===== src/rtl/rtc_bus_scheduler_pkg.sv =====
// rtc_bus_scheduler_pkg: shared V3023 register map, burst FSM states and helpers
// for the RTC bus scheduler and the display/setting logic.
package rtc_bus_scheduler_pkg;

    localparam int          DEF_NUM_REGS     = 7;
    localparam logic [7:0]  DEF_BASE_ADDR    = 8'h21;
    localparam logic [7:0]  DEF_XFER_WR_ADDR = 8'hF0;
    localparam logic [7:0]  DEF_XFER_RD_ADDR = 8'hF1;
    localparam logic [15:0] DEF_TIMEOUT_CYC  = 16'd60000;

    typedef enum logic [3:0] {
        IDLE, W_ISSUE, W_WAIT, WX_ISSUE, WX_WAIT,
        RX_ISSUE, RX_WAIT, R_ISSUE, R_WAIT, R_DONE
    } state_t;

    function automatic logic is_wait(input state_t s);
        return s inside {W_WAIT, WX_WAIT, RX_WAIT, R_WAIT};
    endfunction

endpackage


===== src/rtl/rtc_bus_scheduler_if.sv =====
// rtc_bus_scheduler_if: start/finish handshake and address/data lines between
// the burst scheduler and the single-access bus cycle engines.
interface rtc_bus_scheduler_if;

    logic       eng_start_wr;
    logic       eng_start_rd;
    logic [7:0] bus_addr;
    logic [7:0] bus_wdata;
    logic       eng_fin;
    logic [7:0] eng_rdata;

    modport master (
        output eng_start_wr, eng_start_rd, bus_addr, bus_wdata,
        input  eng_fin, eng_rdata
    );

    modport slave (
        input  eng_start_wr, eng_start_rd, bus_addr, bus_wdata,
        output eng_fin, eng_rdata
    );

endinterface


===== src/rtl/rtc_bus_scheduler_watchdog.sv =====
// rtc_watchdog: per-access timeout counter; pulses expire for one cycle on the
// TIMEOUT_CYC-th enabled cycle since the last clear.
module rtc_watchdog #(
    parameter logic [15:0] TIMEOUT_CYC = 16'd60000
) (
    input  logic Clock_in,
    input  logic Reset,
    input  logic clear,
    input  logic enable,
    output logic expire
);

    logic [15:0] r_cnt;

    assign expire = enable && (r_cnt == TIMEOUT_CYC - 16'd1);

    always_ff @(posedge Clock_in) begin
        if (Reset || clear)
            r_cnt <= '0;
        else if (enable)
            r_cnt <= expire ? '0 : r_cnt + 16'd1;
    end

endmodule


===== src/rtl/rtc_bus_scheduler.sv =====
// rtc_bus_scheduler: sequences write/read register bursts on the V3023 RTC bus,
// arbitrating user time-set requests against periodic read-back ticks.
module rtc_bus_scheduler
    import rtc_bus_scheduler_pkg::*;
#(
    parameter int          NUM_REGS     = DEF_NUM_REGS,
    parameter logic [7:0]  BASE_ADDR    = DEF_BASE_ADDR,
    parameter logic [7:0]  XFER_WR_ADDR = DEF_XFER_WR_ADDR,
    parameter logic [7:0]  XFER_RD_ADDR = DEF_XFER_RD_ADDR,
    parameter logic [15:0] TIMEOUT_CYC  = DEF_TIMEOUT_CYC
) (
    input  logic                  Clock_in,
    input  logic                  Reset,
    input  logic                  wr_req,
    input  logic [8*NUM_REGS-1:0] wr_image,
    input  logic                  rd_tick,
    output logic [8*NUM_REGS-1:0] rd_image,
    output logic                  rd_valid,
    output logic                  wr_done,
    output logic                  busy,
    output logic                  timeout_err,
    rtc_bus_scheduler_if.master   bus
);

    localparam int IW = (NUM_REGS > 1) ? $clog2(NUM_REGS) : 1;
    localparam logic [IW-1:0] LAST = IW'(NUM_REGS - 1);

    state_t                r_state, w_next;
    logic [IW-1:0]         r_idx, w_idx;
    logic                  r_wr_pend, r_rd_pend;
    logic [8*NUM_REGS-1:0] r_shadow, r_stage, r_rd_image;
    logic                  r_start_wr, r_start_rd, r_rd_valid, r_wr_done, r_busy, r_timeout;
    logic [7:0]            r_addr, r_wdata, w_addr, w_wdata;
    logic                  w_wait, w_fin, w_expire, w_abort;

    assign w_wait  = is_wait(r_state);
    assign w_fin   = w_wait && bus.eng_fin;
    assign w_abort = w_wait && !bus.eng_fin && w_expire;

    rtc_watchdog #(.TIMEOUT_CYC(TIMEOUT_CYC)) u_wd (
        .Clock_in (Clock_in),
        .Reset    (Reset),
        .clear    (!w_wait),
        .enable   (w_wait),
        .expire   (w_expire)
    );

    always_comb begin
        w_next = r_state;
        w_idx  = r_idx;
        case (r_state)
            IDLE: begin
                w_next = r_wr_pend ? W_ISSUE : r_rd_pend ? RX_ISSUE : IDLE;
                w_idx  = '0;
            end
            W_ISSUE:  w_next = W_WAIT;
            W_WAIT: if (w_fin) begin
                w_next = (r_idx == LAST) ? WX_ISSUE : W_ISSUE;
                w_idx  = (r_idx == LAST) ? r_idx : r_idx + 1'b1;
            end
            WX_ISSUE: w_next = WX_WAIT;
            WX_WAIT:  w_next = w_fin ? IDLE : WX_WAIT;
            RX_ISSUE: w_next = RX_WAIT;
            RX_WAIT: if (w_fin) begin
                w_next = R_ISSUE;
                w_idx  = '0;
            end
            R_ISSUE:  w_next = R_WAIT;
            R_WAIT: if (w_fin) begin
                w_next = (r_idx == LAST) ? R_DONE : R_ISSUE;
                w_idx  = (r_idx == LAST) ? r_idx : r_idx + 1'b1;
            end
            default:  w_next = IDLE;
        endcase
        if (w_abort) w_next = IDLE;
        // Address/data are loaded only on entry to an ISSUE state, then held through the wait.
        w_addr  = (w_next == W_ISSUE || w_next == R_ISSUE) ? BASE_ADDR + 8'(w_idx) :
                  (w_next == WX_ISSUE) ? XFER_WR_ADDR :
                  (w_next == RX_ISSUE) ? XFER_RD_ADDR : r_addr;
        w_wdata = (w_next == W_ISSUE) ? r_shadow[8*w_idx +: 8] :
                  (w_next == WX_ISSUE || w_next == RX_ISSUE) ? 8'h00 : r_wdata;
    end

    always_ff @(posedge Clock_in) begin
        if (Reset) begin
            r_state    <= IDLE;
            r_idx      <= '0;
            r_wr_pend  <= 1'b0;
            r_rd_pend  <= 1'b0;
            r_shadow   <= '0;
            r_stage    <= '0;
            r_rd_image <= '0;
            r_start_wr <= 1'b0;
            r_start_rd <= 1'b0;
            r_addr     <= '0;
            r_wdata    <= '0;
            r_rd_valid <= 1'b0;
            r_wr_done  <= 1'b0;
            r_busy     <= 1'b0;
            r_timeout  <= 1'b0;
        end else begin
            r_state    <= w_next;
            r_idx      <= w_idx;
            r_wr_pend  <= wr_req  || (r_wr_pend && !(r_state == IDLE && w_next == W_ISSUE));
            r_rd_pend  <= rd_tick || (r_rd_pend && !(r_state == IDLE && w_next == RX_ISSUE));
            if (wr_req) r_shadow <= wr_image;
            if (r_state == R_WAIT && w_fin) r_stage[8*r_idx +: 8] <= bus.eng_rdata;
            if (r_state == R_DONE) r_rd_image <= r_stage;
            r_start_wr <= w_next inside {W_ISSUE, WX_ISSUE, RX_ISSUE};
            r_start_rd <= w_next == R_ISSUE;
            r_addr     <= w_addr;
            r_wdata    <= w_wdata;
            r_rd_valid <= r_state == R_DONE;
            r_wr_done  <= r_state == WX_WAIT && w_fin;
            r_busy     <= w_next != IDLE;
            r_timeout  <= r_timeout || w_abort;
        end
    end

    assign bus.eng_start_wr = r_start_wr;
    assign bus.eng_start_rd = r_start_rd;
    assign bus.bus_addr     = r_addr;
    assign bus.bus_wdata    = r_wdata;
    assign rd_image         = r_rd_image;
    assign rd_valid         = r_rd_valid;
    assign wr_done          = r_wr_done;
    assign busy             = r_busy;
    assign timeout_err      = r_timeout;

endmodule


===== src/flat_wrapper.sv =====
// flat-port wrapper written by rule: the top's interface ports become plain ports
module rtc_bus_scheduler_flat import rtc_bus_scheduler_pkg::*;
#(
    parameter int          NUM_REGS     = DEF_NUM_REGS,
    parameter logic [7:0]  BASE_ADDR    = DEF_BASE_ADDR,
    parameter logic [7:0]  XFER_WR_ADDR = DEF_XFER_WR_ADDR,
    parameter logic [7:0]  XFER_RD_ADDR = DEF_XFER_RD_ADDR,
    parameter logic [15:0] TIMEOUT_CYC  = DEF_TIMEOUT_CYC
)
  (Clock_in, Reset, wr_req, wr_image, rd_tick, rd_image, rd_valid, wr_done, busy, timeout_err, bus_eng_start_wr, bus_eng_start_rd, bus_bus_addr, bus_bus_wdata, bus_eng_fin, bus_eng_rdata);
  rtc_bus_scheduler_if bus_i ();
  input  logic Clock_in;
  input  logic Reset;
  input  logic wr_req;
  input  logic [8*NUM_REGS-1:0] wr_image;
  input  logic rd_tick;
  output logic [8*NUM_REGS-1:0] rd_image;
  output logic rd_valid;
  output logic wr_done;
  output logic busy;
  output logic timeout_err;
  output wire logic [$bits(bus_i.eng_start_wr)-1:0] bus_eng_start_wr;
  output wire logic [$bits(bus_i.eng_start_rd)-1:0] bus_eng_start_rd;
  output wire logic [$bits(bus_i.bus_addr)-1:0] bus_bus_addr;
  output wire logic [$bits(bus_i.bus_wdata)-1:0] bus_bus_wdata;
  input wire logic [$bits(bus_i.eng_fin)-1:0] bus_eng_fin;
  input wire logic [$bits(bus_i.eng_rdata)-1:0] bus_eng_rdata;
  assign bus_eng_start_wr = bus_i.eng_start_wr;
  assign bus_eng_start_rd = bus_i.eng_start_rd;
  assign bus_bus_addr = bus_i.bus_addr;
  assign bus_bus_wdata = bus_i.bus_wdata;
  assign bus_i.eng_fin = bus_eng_fin;
  assign bus_i.eng_rdata = bus_eng_rdata;
  rtc_bus_scheduler #(.NUM_REGS(NUM_REGS), .BASE_ADDR(BASE_ADDR), .XFER_WR_ADDR(XFER_WR_ADDR), .XFER_RD_ADDR(XFER_RD_ADDR), .TIMEOUT_CYC(TIMEOUT_CYC)) u_core (.Clock_in(Clock_in), .Reset(Reset), .wr_req(wr_req), .wr_image(wr_image), .rd_tick(rd_tick), .rd_image(rd_image), .rd_valid(rd_valid), .wr_done(wr_done), .busy(busy), .timeout_err(timeout_err), .bus(bus_i));
endmodule

===== config.mk =====
export PLATFORM = sky130hd
export DESIGN_NAME = rtc_bus_scheduler_flat
export DESIGN_NICKNAME = d
export VERILOG_FILES = /design/src/rtl/rtc_bus_scheduler_pkg.sv /design/src/rtl/rtc_bus_scheduler_if.sv /design/src/rtl/rtc_bus_scheduler_watchdog.sv /design/src/rtl/rtc_bus_scheduler.sv /design/src/flat_wrapper.sv
export SDC_FILE = /design/constraint.sdc
export NUM_CORES = 1
export LEC_CHECK = 0
export ABC_AREA = 1
export CAP_MARGIN = 20
export CORE_MARGIN = 8
export CORE_UTILIZATION = 40
export DETAILED_ROUTE_END_ITERATION = 10
export SLEW_MARGIN = 15
export SYNTH_ARGS = -nofsm -noshare
export SYNTH_HDL_FRONTEND = slang
export SYNTH_SLANG_ARGS = --single-unit

===== constraint.sdc =====
create_clock -name Clock_in -period 4.5 [get_ports Clock_in]
set_input_delay 0.675 -clock Clock_in [delete_from_list [all_inputs] [get_ports Clock_in]]
set_output_delay 0.675 -clock Clock_in [all_outputs]
set_load 0.005 [all_outputs]

# Word-level counts from Yosys, hierarchy flattened
# Index checks and enable logic that the tools add are counted.
# word_totals
ff_bits,215
in_bits,69
out_inout_bits,78
elab_cells,86
# op_classes
addsub,4
eq_ne,15
shifts,3
n_mux,21
reduce_logical,27
# op_table
operator,count
56-bit bitwise mux,1
"8-bit by 34-bit variable shift with 56-bit output, first input constant",1
56-bit by 7-bit variable part select with 8-bit output,1
8-bit by 34-bit variable part select with 56-bit output,1
8-bit 2-to-1 mux,5
4-bit case mux with 9 select lines,1
6-bit negator with 34-bit output,1
"4-bit by 3-bit equality test with 1-bit output, second input constant",6
4-bit 2-to-1 mux,6
"16-bit by 1-bit adder with 16-bit output, second input constant",1
"16-bit equality test, second input constant",1
16-bit 2-to-1 mux,1
3-bit 2-to-1 mux,5
"4-bit by 2-bit equality test with 1-bit output, second input constant",3
1-bit logical AND,10
3-bit case mux with 3 select lines,1
"4-bit by 1-bit equality test with 1-bit output, second input constant",2
"4-bit equality test, second input constant",2
4-bit nonzero test,2
"6-bit by 3-bit adder with 7-bit output, first input constant",1
1-bit logical OR,6
3-bit nonzero test,2
1-bit zero test,4
4-bit zero test,1
other kinds (5),5

# Longest topological paths before layout
# depth
word_depth,11
ltp_mapped,17
ltp_nobuf,16

# Modules after synthesis
# From an unflattened synthesis, not the netlist that was laid out.
# hier_totals
hier_cells,1225
hier_area_um2,8927.3
# by_module_without_submodules
mod,instances,cells_per_inst,area_each_um2,seq_area_each_um2
rtc_bus_scheduler,1,1088,8010.2,3943.8
rtc_watchdog,1,137,917.1,320.3

# Worst setup path after synthesis
# Ideal clock, no wire load.
# synth_timing
path_kind,register to register
from,reg u_core.r_idx[0]
to,"reg u_core.r_addr[2], in the netlist u_core.bus.bus_addr[2]"
setup_time_ns,0.070
arrival_ns,2.342
required_ns,4.430
slack_ns,2.088
path_stages_with_launch,14
n_path_buf,3
synth_period_minus_slack_ns,2.412
cell_sequence,dfxtp_1 clkbuf_1 inv_1 ha_1 clkbuf_1 nand2_1 nand3_1 nand3_4 nand2_4 buf_2 ha_1 xor2_1 nand2_1 a21oi_1
# synth_between
elab_cells_between_ends,21
classes_between,add/sub (2); eq/ne (5); mux (12); reduce/logical (2)
# synth_rtl
element,line_no,text
"start, declared",rtc_bus_scheduler.sv:29,"logic [IW-1:0] r_idx, w_idx;"
"start signal, assigned",rtc_bus_scheduler.sv:103,r_idx <= w_idx;
3-bit by 1-bit adder with 3-bit output / 3-bit equality test (equally long branches),"rtc_bus_scheduler.sv:59, rtc_bus_scheduler.sv:71",
3-bit 2-to-1 mux *,"rtc_bus_scheduler.sv:59, rtc_bus_scheduler.sv:71",
3-bit 2-to-1 mux *,"rtc_bus_scheduler.sv:57, rtc_bus_scheduler.sv:69",
3-bit case mux with 3 select lines *,rtc_bus_scheduler.sv:51,case (r_state)
via u_core.w_idx[1],rtc_bus_scheduler.sv:29,
6-bit by 3-bit adder with 7-bit output *,rtc_bus_scheduler.sv:77,w_addr = (w_next == W_ISSUE || w_next == R_ISSUE) ? BASE_ADDR + 8'(w_idx) :
8-bit 2-to-1 mux *,rtc_bus_scheduler.sv:77,
"end signal, assigned",rtc_bus_scheduler.sv:111,r_addr <= w_addr;
"end, declared",rtc_bus_scheduler.sv:33,"logic [7:0] r_addr, r_wdata, w_addr, w_wdata;"
# The timed path passes the listed nets; every way through them passes the cells marked *.
# A chain may end at the register's enable or synchronous reset.

# Worst setup path after layout
# layout_timing
from,reg u_core.r_idx[0]
to,reg u_core.r_stage[43]
# layout_between
elab_chain_cells,3
elab_cells_between_ends,4
classes_between,add/sub (1); shift (2); mux (1)
# layout_rtl
element,line_no,text
6-bit negator with 34-bit output *,rtc_bus_scheduler.sv:107,if (r_state == R_WAIT && w_fin) r_stage[8*r_idx +: 8] <= bus.eng_rdata;
8-bit by 34-bit variable part select with 56-bit output / 8-bit by 34-bit variable shift with 56-bit output (equally long branches),rtc_bus_scheduler.sv:107,
56-bit bitwise mux *,rtc_bus_scheduler.sv:107,
"end signal, assigned by index",rtc_bus_scheduler.sv:107,
"end, declared",rtc_bus_scheduler.sv:31,"logic [8*NUM_REGS-1:0] r_shadow, r_stage, r_rd_image;"
# Every way passes the cells marked *; elsewhere a longest branch is shown, timed or not.

==> impl_results.md <==
- Met1 Use GR: 0.2184
- Number of gates resized after CTS: 0
- Total clock buffers created by CTS: 23
- Row count: between 50 and 60
- Die area: 26370 sq um
- CTS tree: yes
- Internal: approximately 3.4 mW
- Core area: between 20000 and 25000 sq um
- Clock Skews: 0.01041 ns
- Clock sink count: 213
- DP Wirelength: 15880 um
- Cells after synthesis: 1145
- Share of cells above drive strength 1: 0.06421
- Critical-path cell list: inv_1 -> ha_1 -> ha_1 -> nor2_1 -> nand2_1 -> nor2_1 -> o21ai_0 -> a21oi_1
- Root Driver: clkbuf_16
- Synth Register Bits: ~210
- Worst-path clk slew: approximately 0.060 ns
- Pleak: about 4.2 nW
- Switch Pwr: a little over 1 mW
- Peak supply drop: 264.3 uV
- RePlAce Congestion: 0.8528
- Drt first pass iters: 5
- Routed Antenna Nets: 0
- Post-CTS Setup Repair Bufs: 0
- Yosys top cell area share: 0.4974
- Setup Viol. Count Final: 0
- Global-route wire length before repair: about 36000 um
- Gate power share: 0.101
- Clk Latency, worst-skew pair: about 0.5 ns
- Number of global-route vias before repair: 7215
- Post-synthesis xor/xnor area fraction: 0.001022
- Total track usage: 0.1663
- Ys Warns: 0
- CTS Buffer Depth: 3
- Switch share: 0.2328
- Largest net degree at the start of global routing: about 110
- Critical path class: flop to flop
- Layout area overhead: 27.85%
- Post-synthesis adder-cell area fraction: 0.008758
- Syn_nets: approximately 1200
- Setup TNS: 0 ns
- Flop pwr share: 0.454
- Clock share of power: 0.446
- Post-synthesis sequential area ratio: 0.4974
- Cell taking the most area after synthesis: dfxtp_1
- Slew HR: 0.4080
- Post-synthesis simple-gate area fraction: 0.2591
- Flop-to-flop setup slack: 1.70 ns
- Dpl cell area: ~10000 sq um
- Die Wd: 162.4 um
- Crit start category: flop
- Max-Cap Viols: 0
- Initial DRC count: between 400 and 500
- Critical Path RT: around 5 ns
- Antenna fix cells: 0
- H-tree depth: 1
- Total routed wirelength: between 20000 and 25000 um
- Final total power: approximately 4.4 mW
- Die extent in y: ~160 um
- Slowest stage delay, CP: 0.59 ns
- Outcome: completed
- Count of flip-flops with a built-in enable after synthesis: 0
- Crit path buf inv count: 1
- RSZ-0062 raised after global routing: false
- Met3 usage: 0.03185
- Fin crit period: 2.801 ns
- Pwr/cell area: roughly 400 nW/um^2
- Post-synthesis mux area share: 0
- Fin nets: ~1300
- Top cells by area, synth: dfxtp_1, nor2_1, o21ai_0
- CP max-delay cell: nor2_1
- Routed vias: between 7000 and 8000
- Max-slew violations: 0
- Crit. End Element: flop
- Top FF cell, synth: dfxtp_1
- Hold WC Path Type: flop to flop
- Synth Area in Compound Gates: 0.1654
- Main combinational cell family by area after synthesis: simple AND/OR/NAND/NOR gates
- Period utilization: 0.6224
- Async set or reset register ratio after synthesis: 0
- Hold_buf cts: 0
- Detail-routed via count per cell: between 4 and 5
- Top Ports: around 150
- Worst Tran Pin Value: a little under 0.9 ns
- Syn avg cell area: approximately 7.5 sq um
- Max FO, Critical Path: 13
- Final Hold Vio Count: 0
- Avg WL per Cell: about 15 um
- Residual DRC: 0
- GRT busiest layer: met2
- Fmax: approximately 0.36 GHz
- Distinct cells, synth: 40
- Initial Util: 0.4078
- Global route overflow: 0
- Initial antenna violation count: 0
- Final instance area: between 10000 and 15000 sq um
- Hold slack: ~0.45 ns
- Buffers on Ports: between 100 and 150
- Mapped Area: around 8600 sq um
- Crit path DAT: 3.23 ns
- CP delay by family, top: simple AND/OR/NAND/NOR gates
- Global Route met2 Usage: 0.2778
-- worst paths after layout --
| path | cells past startpoint | to | start |
|---|---|---|---|
| worst max-delay path | 8 | u_core.r_stage[43] | u_core.r_idx[0] |
| worst min-delay path | 1 | u_core.u_wd.r_cnt[0] | u_core.u_wd.r_cnt[0] |
| worst max register to register | 8 | u_core.r_stage[43] | u_core.r_idx[0] |
| worst min register to register | 1 | u_core.u_wd.r_cnt[0] | u_core.u_wd.r_cnt[0] |
-- synthesized netlist by cell type, types with 8 or more instances --
cell type / n
dfxtp_1: 213
inv_2: 9
inv_1: 72
nor2_1: 251
a21oi_1: 92
clkbuf_1: 47
nand3_1: 90
o21ai_0: 170
nand2_1: 109
nand4_1: 8
nor3_1: 13
-- cell usage in the layout (no fill, tap or decap), types with 8 or more instances in the layout --
cell               n
nor3_1            13
clkbuf_16         23
inv_2              9
nor2_1           251
clkdlybuf4s50_1  146
dfxtp_1          213
a21oi_1           92
nand4_1            8
inv_1             72
o21ai_0          170
nand3_1           90
nand2_1          109
-- logic make-up (layout without fill, tap and decap cells) --
| family | after synthesis | count (layout) |
|---|---|---|
| buf+inv | 145 | 277 |
| xor+xnor | 1 | 1 |
| flops | 213 | 213 |
| fa+ha+maj | 6 | 6 |
| compound gates | 276 | 276 |
| simple gates | 504 | 504 |
-- registers in the layout, summed over array words and instances, names as in the netlist --
name	cells
u_core.u_wd.r_cnt	16
u_core.rd_image	56
u_core.r_stage	56
u_core.bus.eng_start_rd	1
u_core.bus.bus_addr	6
u_core.timeout_err	1
u_core.busy	1
u_core.r_rd_pend	1
u_core.wr_done	1
u_core.r_wr_pend	1
u_core.r_shadow	56
u_core.r_state	4
u_core.r_idx	3
u_core.bus.bus_wdata	8
u_core.rd_valid	1
u_core.bus.eng_start_wr	1
-- metrics by stage --
| stage | instances | worst slack [ns] | util |
|---|---|---|---|
| 2_1_floorplan | 1145 | 2.088 | - |
| 4_1_cts | 1552 | 1.713 | 0.5213 |
| 3_3_place_gp | 1512 | 1.645 | 0.4835 |
| 5_1_grt | 1552 | 1.386 | 0.5213 |
| 3_5_place_dp | 1512 | 1.615 | 0.4835 |
| 6_report | 1552 | 1.699 | 0.5213 |
-- metal layers --
metal	routed length, um	part of all wire
met5	0	0
met4	261	0.011
met3	1151	0.051
met2	10650	0.47
met1	10640	0.47
-- area by class of cell --
type	instances	area [sq um]
Clock inverter	6	108.9
Inverter	84	319.1
Tap cell	275	344.1
Timing Repair Buffer	153	1514
Sequential cell	213	4264
Clock buffer	34	686.9
Fill cell	2053	10060
Multi-Input combinational cell	787	3722
-- power by group through the flow --
stage          Clock, mW  Combinational, mW  Sequential, mW
6_report            1.95              0.440            1.98
5_1_grt             2.07              0.493            1.99
4_1_cts             1.99              0.446            1.98
3_5_place_dp           0              0.444            2.02
3_3_place_gp           0              0.441            2.02
2_1_floorplan          0              0.271            2.01
No activity file was read; power rests on OpenSTA's default activity.
